<file path="src/rtl/imem_loader_pkg.sv">
// Shared constants and FSM state encoding for the instruction-memory boot loader.
// Optional checksum trailer is enabled by defining IMEM_LOADER_CSUM_EN.
package imem_loader_pkg;

  localparam logic [7:0] SYNC_BYTE_DEF = 8'hA5;
  localparam int         DEPTH0_DEF    = 336;
  localparam int         DEPTH1_DEF    = 77;

  typedef enum logic [3:0] {
    IDLE,
    BANK,
    CNT_LO,
    CNT_HI,
    DATA,
    WRITE,
    DRAIN,
    CSUM,
    FIN,
    ERRS
  } state_e;

endpackage

</file>
<file path="src/rtl/imem_word_packer.sv">
// Collects four bytes into a little-endian 32-bit word; word_full flags the 4th push.
// The byte counter wraps, so the next word starts without an explicit clear.
module imem_word_packer (
  input  logic        clk,
  input  logic        rst,
  input  logic        clr,
  input  logic        push,
  input  logic [7:0]  byte_in,
  output logic        word_full,
  output logic [31:0] word
);

  logic [1:0]  count_q, count_d;
  logic [31:0] shreg_q, shreg_d;

  always_comb begin
    count_d = count_q;
    shreg_d = shreg_q;
    if (clr) begin
      count_d = 2'd0;
      shreg_d = 32'd0;
    end else if (push) begin
      count_d = count_q + 2'd1;
      // Earlier bytes slide down so the first byte lands in bits 7:0.
      shreg_d = {byte_in, shreg_q[31:8]};
    end
  end

  always_ff @(posedge clk) begin
    if (rst) begin
      count_q <= 2'd0;
      shreg_q <= 32'd0;
    end else begin
      count_q <= count_d;
      shreg_q <= shreg_d;
    end
  end

  assign word_full = push && (count_q == 2'd3);
  assign word      = shreg_q;

endmodule

</file>
<file path="src/rtl/imem_loader.sv">
// Framed byte-stream loader writing 32-bit words into instruction bank 0 or 1.
// Define IMEM_LOADER_CSUM_EN to require a trailing XOR checksum byte per frame.
module imem_loader
  import imem_loader_pkg::*;
#(
  parameter int         DEPTH0    = DEPTH0_DEF,
  parameter int         DEPTH1    = DEPTH1_DEF,
  parameter logic [7:0] SYNC_BYTE = SYNC_BYTE_DEF
) (
  input  logic        clk,
  input  logic        rst,
  input  logic        in_valid,
  input  logic [7:0]  in_data,
  output logic        in_ready,
  output logic        wr_en,
  output logic        wr_sel,
  output logic [31:0] wr_addr,
  output logic [31:0] wr_data,
  output logic        busy,
  output logic        done,
  output logic        err
);

  localparam logic [15:0] DEPTH0_W = 16'(DEPTH0);
  localparam logic [15:0] DEPTH1_W = 16'(DEPTH1);
`ifdef IMEM_LOADER_CSUM_EN
  localparam state_e PAYLOAD_END = CSUM;
`else
  localparam state_e PAYLOAD_END = FIN;
`endif

  state_e      state_q, state_d;
  logic        bank_q, bank_d;
  logic [7:0]  cnt_lo_q, cnt_lo_d;
  logic [15:0] n_q, n_d;
  logic [15:0] word_idx_q, word_idx_d;
  logic [15:0] cnt_w;
  logic        hs, push, word_full;
  logic [31:0] word;
`ifdef IMEM_LOADER_CSUM_EN
  logic [7:0]  csum_q, csum_d;
  logic        drain_q, drain_d;
`endif

  assign in_ready = !(state_q inside {WRITE, FIN, ERRS});
  assign hs       = in_valid && in_ready;
  assign push     = hs && (state_q inside {DATA, DRAIN});
  assign cnt_w    = {in_data, cnt_lo_q};

  imem_word_packer u_packer (
    .clk       (clk),
    .rst       (rst),
    .clr       (state_q == IDLE),
    .push      (push),
    .byte_in   (in_data),
    .word_full (word_full),
    .word      (word)
  );

  always_comb begin
    state_d    = state_q;
    bank_d     = bank_q;
    cnt_lo_d   = cnt_lo_q;
    n_d        = n_q;
    word_idx_d = word_idx_q;
    wr_en      = 1'b0;
    done       = 1'b0;
    err        = 1'b0;
`ifdef IMEM_LOADER_CSUM_EN
    csum_d     = push ? (csum_q ^ in_data) : csum_q;
    drain_d    = drain_q;
`endif
    unique case (state_q)
      IDLE: begin
        word_idx_d = 16'd0;
`ifdef IMEM_LOADER_CSUM_EN
        csum_d     = 8'd0;
        drain_d    = 1'b0;
`endif
        if (hs && in_data == SYNC_BYTE) state_d = BANK;
      end
      BANK: if (hs) begin
        bank_d  = in_data[0];
        state_d = CNT_LO;
      end
      CNT_LO: if (hs) begin
        cnt_lo_d = in_data;
        state_d  = CNT_HI;
      end
      CNT_HI: if (hs) begin
        n_d = cnt_w;
        if (cnt_w == 16'd0)                             state_d = PAYLOAD_END;
        else if (cnt_w > (bank_q ? DEPTH1_W : DEPTH0_W)) state_d = DRAIN;
        else                                            state_d = DATA;
      end
      DATA: if (word_full) state_d = WRITE;
      WRITE: begin
        wr_en      = 1'b1;
        word_idx_d = word_idx_q + 16'd1;
        state_d    = (word_idx_q + 16'd1 < n_q) ? DATA : PAYLOAD_END;
      end
      // Oversized frames reuse word_idx to count discarded words.
      DRAIN: if (word_full) begin
        word_idx_d = word_idx_q + 16'd1;
        if (word_idx_q + 16'd1 == n_q) begin
`ifdef IMEM_LOADER_CSUM_EN
          drain_d = 1'b1;
          state_d = CSUM;
`else
          state_d = ERRS;
`endif
        end
      end
      CSUM: begin
`ifdef IMEM_LOADER_CSUM_EN
        if (hs) state_d = (in_data == csum_q && !drain_q) ? FIN : ERRS;
`else
        state_d = ERRS;
`endif
      end
      FIN: begin
        done    = 1'b1;
        state_d = IDLE;
      end
      ERRS: begin
        err     = 1'b1;
        state_d = IDLE;
      end
      default: state_d = IDLE;
    endcase
  end

  always_ff @(posedge clk) begin
    if (rst) begin
      state_q    <= IDLE;
      bank_q     <= 1'b0;
      cnt_lo_q   <= 8'd0;
      n_q        <= 16'd0;
      word_idx_q <= 16'd0;
`ifdef IMEM_LOADER_CSUM_EN
      csum_q     <= 8'd0;
      drain_q    <= 1'b0;
`endif
    end else begin
      state_q    <= state_d;
      bank_q     <= bank_d;
      cnt_lo_q   <= cnt_lo_d;
      n_q        <= n_d;
      word_idx_q <= word_idx_d;
`ifdef IMEM_LOADER_CSUM_EN
      csum_q     <= csum_d;
      drain_q    <= drain_d;
`endif
    end
  end

  assign busy    = (state_q != IDLE);
  assign wr_sel  = wr_en & bank_q;
  assign wr_addr = wr_en ? {14'd0, word_idx_q, 2'b00} : 32'd0;
  assign wr_data = wr_en ? word : 32'd0;

endmodule
</file>
<file path="config.mk">
export PLATFORM = sky130hd
export DESIGN_NAME = imem_loader
export DESIGN_NICKNAME = d
export VERILOG_FILES = /design/src/rtl/imem_loader_pkg.sv /design/src/rtl/imem_word_packer.sv /design/src/rtl/imem_loader.sv
export SDC_FILE = /design/constraint.sdc
export NUM_CORES = 1
export LEC_CHECK = 0
export CAP_MARGIN = 20
export CORE_ASPECT_RATIO = 0.5
export CORE_MARGIN = 8
export CORE_UTILIZATION = 57
export CTS_CLUSTER_SIZE = 30
export DETAILED_ROUTE_END_ITERATION = 10
export GPL_TIMING_DRIVEN = 0
export PLACE_DENSITY_LB_ADDON = 0.3
export RECOVER_POWER = 25
export SYNTH_ARGS = -nofsm -noshare
export SYNTH_HDL_FRONTEND = slang
export SYNTH_HIERARCHICAL = 1
export SYNTH_SLANG_ARGS = --single-unit
</file>
<file path="constraint.sdc">
create_clock -name clk -period 8.3 [get_ports clk]
set_clock_uncertainty 0.15 [all_clocks]
set_input_delay 1.66 -clock clk [delete_from_list [all_inputs] [get_ports clk]]
set_output_delay 1.66 -clock clk [all_outputs]
set_load 0.005 [all_outputs]
</file>
==> impl_metrics.toml, run 1 <==
[status]
outcome = "finished clean"

[synth]
netlist_instances = 543
yosysUniqueCellTypes = 58
syn_avg_cell_area_um2 = 8.36
synth_area_um2 = 4540
synth_seq_cells = 79
yosysTopAreaCellShare_pct = 34.8
synth.largest_area_cell = "dfxtp_1"
synth-edff-count = 0
ys.flop_type = "dfxtp_1"
yosysSeqAreaShare_pct = 34.8
ys_top_cells_by_area = "dfxtp_1 35%, mux2i_1 9.5%, and2_1 6.9%"
async_reset_ff_share_pct = 0
synth_warnings = 6

[detailed_routing]
avgRoutedWirePerCell_um = 15.1
firstDrtPassIters = 4
wirelength_um = 11400
avgViaCountPerCell = 5.23
drt_iter0_markers = 159
vias = 3923
drc = 0
ant_nets = 0

[sta]
tns_ns = 0
tightest_slew_ns = 0.730
setup_viol = 0
layout_worst_path_cycle_share_pct = 60.7
hold_slack_ns = 0.304
setup_ws_ns = 3.26
min_period_ns = 5.04
finalHoldViolations = 0
rsz0062_at_grt = "false"
fmax_mhz = 199
finalMaxSlewViolations = 0
slew_headroom_pct = 51.3

[critical_path]
r2r_start = "state_q[2]$_SDFFE_PP0P_"
setup.worst_path.class = "input pin to register"
r2r_slack_ns = 4.34
cp-startpoint = "in_valid"
arrival_ns = 5.08
crit_path_start_kind = "input pin"
end_kind = "register"
crit_fanout = 10
worstPathRequired_ns = 8.35

[finish]
filler_cell_count = 613
drive_above_1_share_pct = 8.62
syn2layout_area_growth_pct = 25.4
antennaDiodeCount = 0
multiInputGateArea_um2 = 2610
regArea_um2 = 1580
nets = 667

[placement]
port_buffers = 64
hpwl_um = 8350
preCtsSetupSlack_ns = 3.76
gp_congestion = 0.894

[floorplanning]
core_um2 = 7860
io_pins = 81
die_w_um = 142
die-area_um2 = 11300
rows = 23
die_y_um = 79.1
start_util_pct = 57.8

[global_route]
overflow = 0
grt_max_degree = 14
grt_pass1_wl_um = 18500
gr-usage-all-layers_pct = 20.6
first_global_vias = 3792
antenna_found_initial = 0

[worst_hold_path]
worstHoldStart = "n_q[10]$_SDFFE_PP0P_"
hp-class = "register to register"

[clock_tree]
cts_root_buffer = "clkbuf_16"
cts_sinks = 79
htreeDepth = 3
clk_pin_slew_ns = 0.06
post_cts_buffers = 0
cts_inserted_buffers = 9
cts_tree = "yes"
hold_buffers = 0
cts_resized = 0
clock_latency_ns = 0.34
cts_buffer_depth = 2

[power]
vdd_drop_max_mv = 0.123
powerDensity_nw_per_um2 = 151
p_leak_nw = 2.21

[run]
max-cap-violations = 0
synthesized netlist by cell type (4+ instances only):
| library cell | number |
|---|---|
| nor4_1 | 4 |
| mux2i_1 | 43 |
| ha_1 | 23 |
| buf_4 | 17 |
| nand2_1 | 59 |
| xnor2_1 | 7 |
| buf_6 | 6 |
| nand4_1 | 6 |
| o21ai_0 | 10 |
| and2_1 | 50 |
| nor2_1 | 68 |
| nor3_1 | 12 |
| xor2_1 | 9 |
| a21oi_1 | 40 |
| clkbuf_1 | 13 |
| nand3_1 | 10 |
| dfxtp_1 | 79 |
| nand2b_1 | 6 |
| inv_1 | 21 |
| buf_2 | 4 |
| o211a_1 | 4 |
final timing paths:
kind / cells after the start / endpoint
setup / recovery: 12 / word_idx_q[5]$_SDFFE_PP0P_
hold reg to reg: 2 / n_q[10]$_SDFFE_PP0P_
hold / removal: 2 / n_q[10]$_SDFFE_PP0P_
setup reg to reg: 13 / word_idx_q[5]$_SDFFE_PP0P_
placed cells by master (no fill, tap or decap), types with 3 or more instances in the layout:
| cell type | n |
|---|---|
| a21oi_1 | 40 |
| a31oi_1 | 3 |
| and2_1 | 50 |
| buf_2 | 3 |
| buf_4 | 17 |
| buf_8 | 3 |
| bufinv_16 | 3 |
| clkbuf_1 | 19 |
| clkbuf_16 | 9 |
| clkdlybuf4s50_1 | 62 |
| conb_1 | 16 |
| dfxtp_1 | 79 |
| ha_1 | 23 |
| inv_1 | 21 |
| mux2i_1 | 43 |
| nand2_1 | 59 |
| nand2b_1 | 6 |
| nand3_1 | 10 |
| nand3b_1 | 3 |
| nand4_1 | 6 |
| nor2_1 | 68 |
| nor3_1 | 12 |
| nor4_1 | 4 |
| o211a_1 | 4 |
| o21ai_0 | 10 |
| or3_1 | 3 |
| xnor2_1 | 7 |
| xor2_1 | 9 |
final cells by class:
class	instances	area share, %
Buffer	46	5.25
Clock buffer	11	4.26
Clock inverter	5	1.85
Inverter	21	1.38
Multi-Input combinational cell	412	45.8
Sequential cell	79	27.8
Tap cell	112	2.46
Timing Repair Buffer	64	11.2
critical path, cell delays in order:
cell           delay (ns)
dlygate4sd3_1        0.66
nor3b_1              0.23
clkbuf_1             0.46
clkbuf_1             0.57
and2_1               0.29
nand3b_1             0.12
a21o_2               0.23
nand2_1              0.09
clkbuf_1             0.38
o21ai_0              0.16
a21oi_1              0.17
nor2_1               0.05
power by group:
group	internal [mW]	leakage (nW)	switching, mW	total (mW)
logic	0.0110	1.41	0.0136	0.0246
registers	0.379	0.636	0.0000216	0.379
clock network	0.302	0.162	0.156	0.458
total	0.692	2.21	0.170	0.862
logic make-up (layout without fill, tap and decap cells):
family	Yosys count	in the layout	synth area share, %
adders and majority gates	23	23	6.34
buffers and inverters	67	147	9.01
DFF	79	79	34.8
xor gates and xnor gates	16	16	3.09
muxes	43	43	9.48
AOI/OAI and AO/OA	74	74	10.1
and+or+nand+nor	240	240	27.1
other	1	16	0.0826
per-layer routing:
layer	global-route usage (%)	wire, µm
met1	24.6	5170
met2	32.7	4910
met3	8.91	1100
met4	7.55	179
met5	0	0
per-stage QoR:
step	instances	util (%)	area, µm²	power [mW]
2_1_floorplan	558	-	4600	0.400
3_3_place_gp	734	68.5	5380	0.412
3_5_place_dp	734	68.5	5380	0.412
4_1_cts	750	72.9	5730	0.865
5_1_grt	750	72.5	5700	0.885
6_report	750	72.5	5700	0.862
registers in the layout, indices dropped and copies added (netlist names):
signal            flops
n_q                  16
word_idx_q           16
u_packer/word        32
cnt_lo_q              8
u_packer/count_q      2
bank_q                1
state_q               4
(Power assumes the default switching activity.)
==> run 2, diff against run 1 <==
--- a/config.mk
+++ b/config.mk
@@ -8,7 +8,7 @@
 export CAP_MARGIN = 20
 export CORE_ASPECT_RATIO = 0.5
 export CORE_MARGIN = 8
-export CORE_UTILIZATION = 57
+export CORE_UTILIZATION = 53
 export CTS_CLUSTER_SIZE = 30
 export DETAILED_ROUTE_END_ITERATION = 10
 export GPL_TIMING_DRIVEN = 0
==> constraint.sdc (replaced) <==
create_clock -name clk -period 4.8 [get_ports clk]
set_clock_uncertainty 0.15 [all_clocks]
set_input_delay 0.96 -clock clk [delete_from_list [all_inputs] [get_ports clk]]
set_output_delay 0.96 -clock clk [all_outputs]
set_load 0.005 [all_outputs]
==> run 2 against run 1 <==
- global-route usage grew 0.89 points
- critical path type is now register to output pin
- critical endpoint is now wr_data[13]
- largest power group is now sequential cells
- clock power up 42%
- core utilization decreased by 6.1 points
- critical path depth fell by 5
==> impl_metrics.toml, run 2 (synthesized netlist as in run 1, its figures left out) <==
[worst_hold_path]
min_path_cells = 2
hp-class = "register to register"

[power]
p_leak_nw = 2.19
vdd_drop_max_mv = 0.190
total_power_mw = 1.35
powerDensity_nw_per_um2 = 239

[clock_tree]
cts_root_buffer = "clkbuf_16"
hold_buffers = 0
cts_resized = 0
cts_tree = "yes"
cts_buffer_depth = 2
post_cts_buffers = 0
clk_pin_slew_ns = 0.06
cts_sinks = 79
cts_inserted_buffers = 9
clock_latency_ns = 0.35
htreeDepth = 3

[critical_path]
critical_path.max_stage_delay_ns = 0.51
arrival_ns = 3.02
cpMaxStageDelayCell = "clkdlybuf4s50_1"
r2r_slack_ns = 1.08
worstPathRequired_ns = 3.69
crit_chain = "buf_1, nand2_1, inv_1, clkbuf_1, clkbuf_1, and2_1, clkdlybuf4s50_1"
cp_common_cell = "clkbuf_1"
crit_buf_inv = 5
crit_fanout = 10
setup.worst_path.class = "register to output pin"
reg2regPathDepth = 13
crit_family = "buffers and inverters"
crit_path_start_kind = "register"
end_kind = "output pin"
critical_path_depth = 7

[floorplanning]
die_y_um = 81.5
start_util_pct = 53.4
core_um2 = 8500
io_pins = 81
die-area_um2 = 12000
die_w_um = 147
rows = 24

[placement]
hpwl_um = 9760
port_buffers = 64
dpl-instance-area_um2 = 5390
gp_congestion = 0.901

[detailed_routing]
drc = 0
firstDrtPassIters = 5
drt_iter0_markers = 397
wirelength_um = 12800
ant_nets = 0
avgRoutedWirePerCell_um = 16.9
avgViaCountPerCell = 5.48
vias = 4139

[finish]
syn2layout_area_growth_pct = 24.2
mostFrequentLayoutCell = "dfxtp_1"
drive_above_1_share_pct = 8.93
filler_cell_count = 717
fin_area_um2 = 5640
nets = 667
layout.cells.most_common_list = "79 x dfxtp_1, 68 x nor2_1, 62 x clkdlybuf4s50_1, 59 x nand2_1, 50 x and2_1"
largest_reg_flops = 32
regArea_um2 = 1580
multiInputGateArea_um2 = 2610
antennaDiodeCount = 0

[global_route]
overflow = 0
first_global_vias = 4023
grt_pass1_wl_um = 20600
antenna_found_initial = 0
grt_max_degree = 15
gr-usage-all-layers_pct = 21.5

[sta]
setup_viol = 0
tns_ns = 0
layout_worst_path_cycle_share_pct = 86.0
fmax_mhz = 242
rsz0062_at_grt = "false"
min_period_ns = 4.13
slew_headroom_pct = 45.3
tightest_slew_ns = 0.820
finalHoldViolations = 0
finalMaxSlewViolations = 0

[status]
outcome = "finished clean"

[run]
max-cap-violations = 0
==> run 2: changes by cell type in the layout (fill, tap and decap cells not counted), sizes merged <==
cell      delta
buf          +1
bufinv       -3
clkbuf       -2
clkinv       +5
clkinvlp     -2
inv          +1
==> run 2: path summary, 6_finish.rpt <==
kind,startpoint,endpoint
min,n_q[15]$_SDFFE_PP0P_,n_q[15]$_SDFFE_PP0P_
max reg2reg,state_q[2]$_SDFFE_PP0P_,word_idx_q[8]$_SDFFE_PP0P_
max,state_q[0]$_SDFFE_PP0P_,wr_data[13]
min reg2reg,n_q[15]$_SDFFE_PP0P_,n_q[15]$_SDFFE_PP0P_
==> run 2: cell type report <==
class                      instances  area share, %
clock inverter                     6          0.799
inverter                          21           1.40
timing repair buffer              64           11.4
buffer                            46           5.33
tap                              117           2.60
clock buffer                      10           4.24
multi-input combinational        412           46.2
sequential                        79           28.0
==> run 2: metrics by stage <==
stage	setup WS [ns]	instances	hold WS, ns	util, %
3_5_place_dp	0.843	739	0.298	63.4
3_3_place_gp	0.883	739	0.297	63.4
6_report	0.670	755	0.310	66.4
4_1_cts	0.732	755	0.307	66.7
5_1_grt	0.427	755	0.320	66.4
2_1_floorplan	1.89	558	0.284	-
==> run 2: report_power, final <==
| group | switching [mW] | total, mW | internal [mW] |
|---|---|---|---|
| clock | 0.283 | 0.650 | 0.367 |
| sequential | 0.0000425 | 0.656 | 0.655 |
| combinational | 0.0236 | 0.0426 | 0.0191 |
==> run 2: layer usage <==
| layer | part of all wire, % | routed length, µm | GRT usage, % | vias to the layer above |
|---|---|---|---|---|
| met3 | 9.5 | 1220 | 6.43 | 15 |
| li1 | - | - | - | 1988 |
| met1 | 47 | 6020 | 29.0 | 1948 |
| met2 | 42 | 5440 | 33.9 | 188 |
| met5 | 0 | 0 | 0 | - |
| met4 | 0.91 | 116 | 4.44 | 0 |
==> run 2: worst register-to-register path, delay by kind of cell (launching register included) <==
kind                   cells  cell delay (ns)
AO/OA/AOI/OAI              3             0.60
buffers and inverters      4             1.51
AND/OR/NAND/NOR            6             0.94
flip-flops                 1             0.38
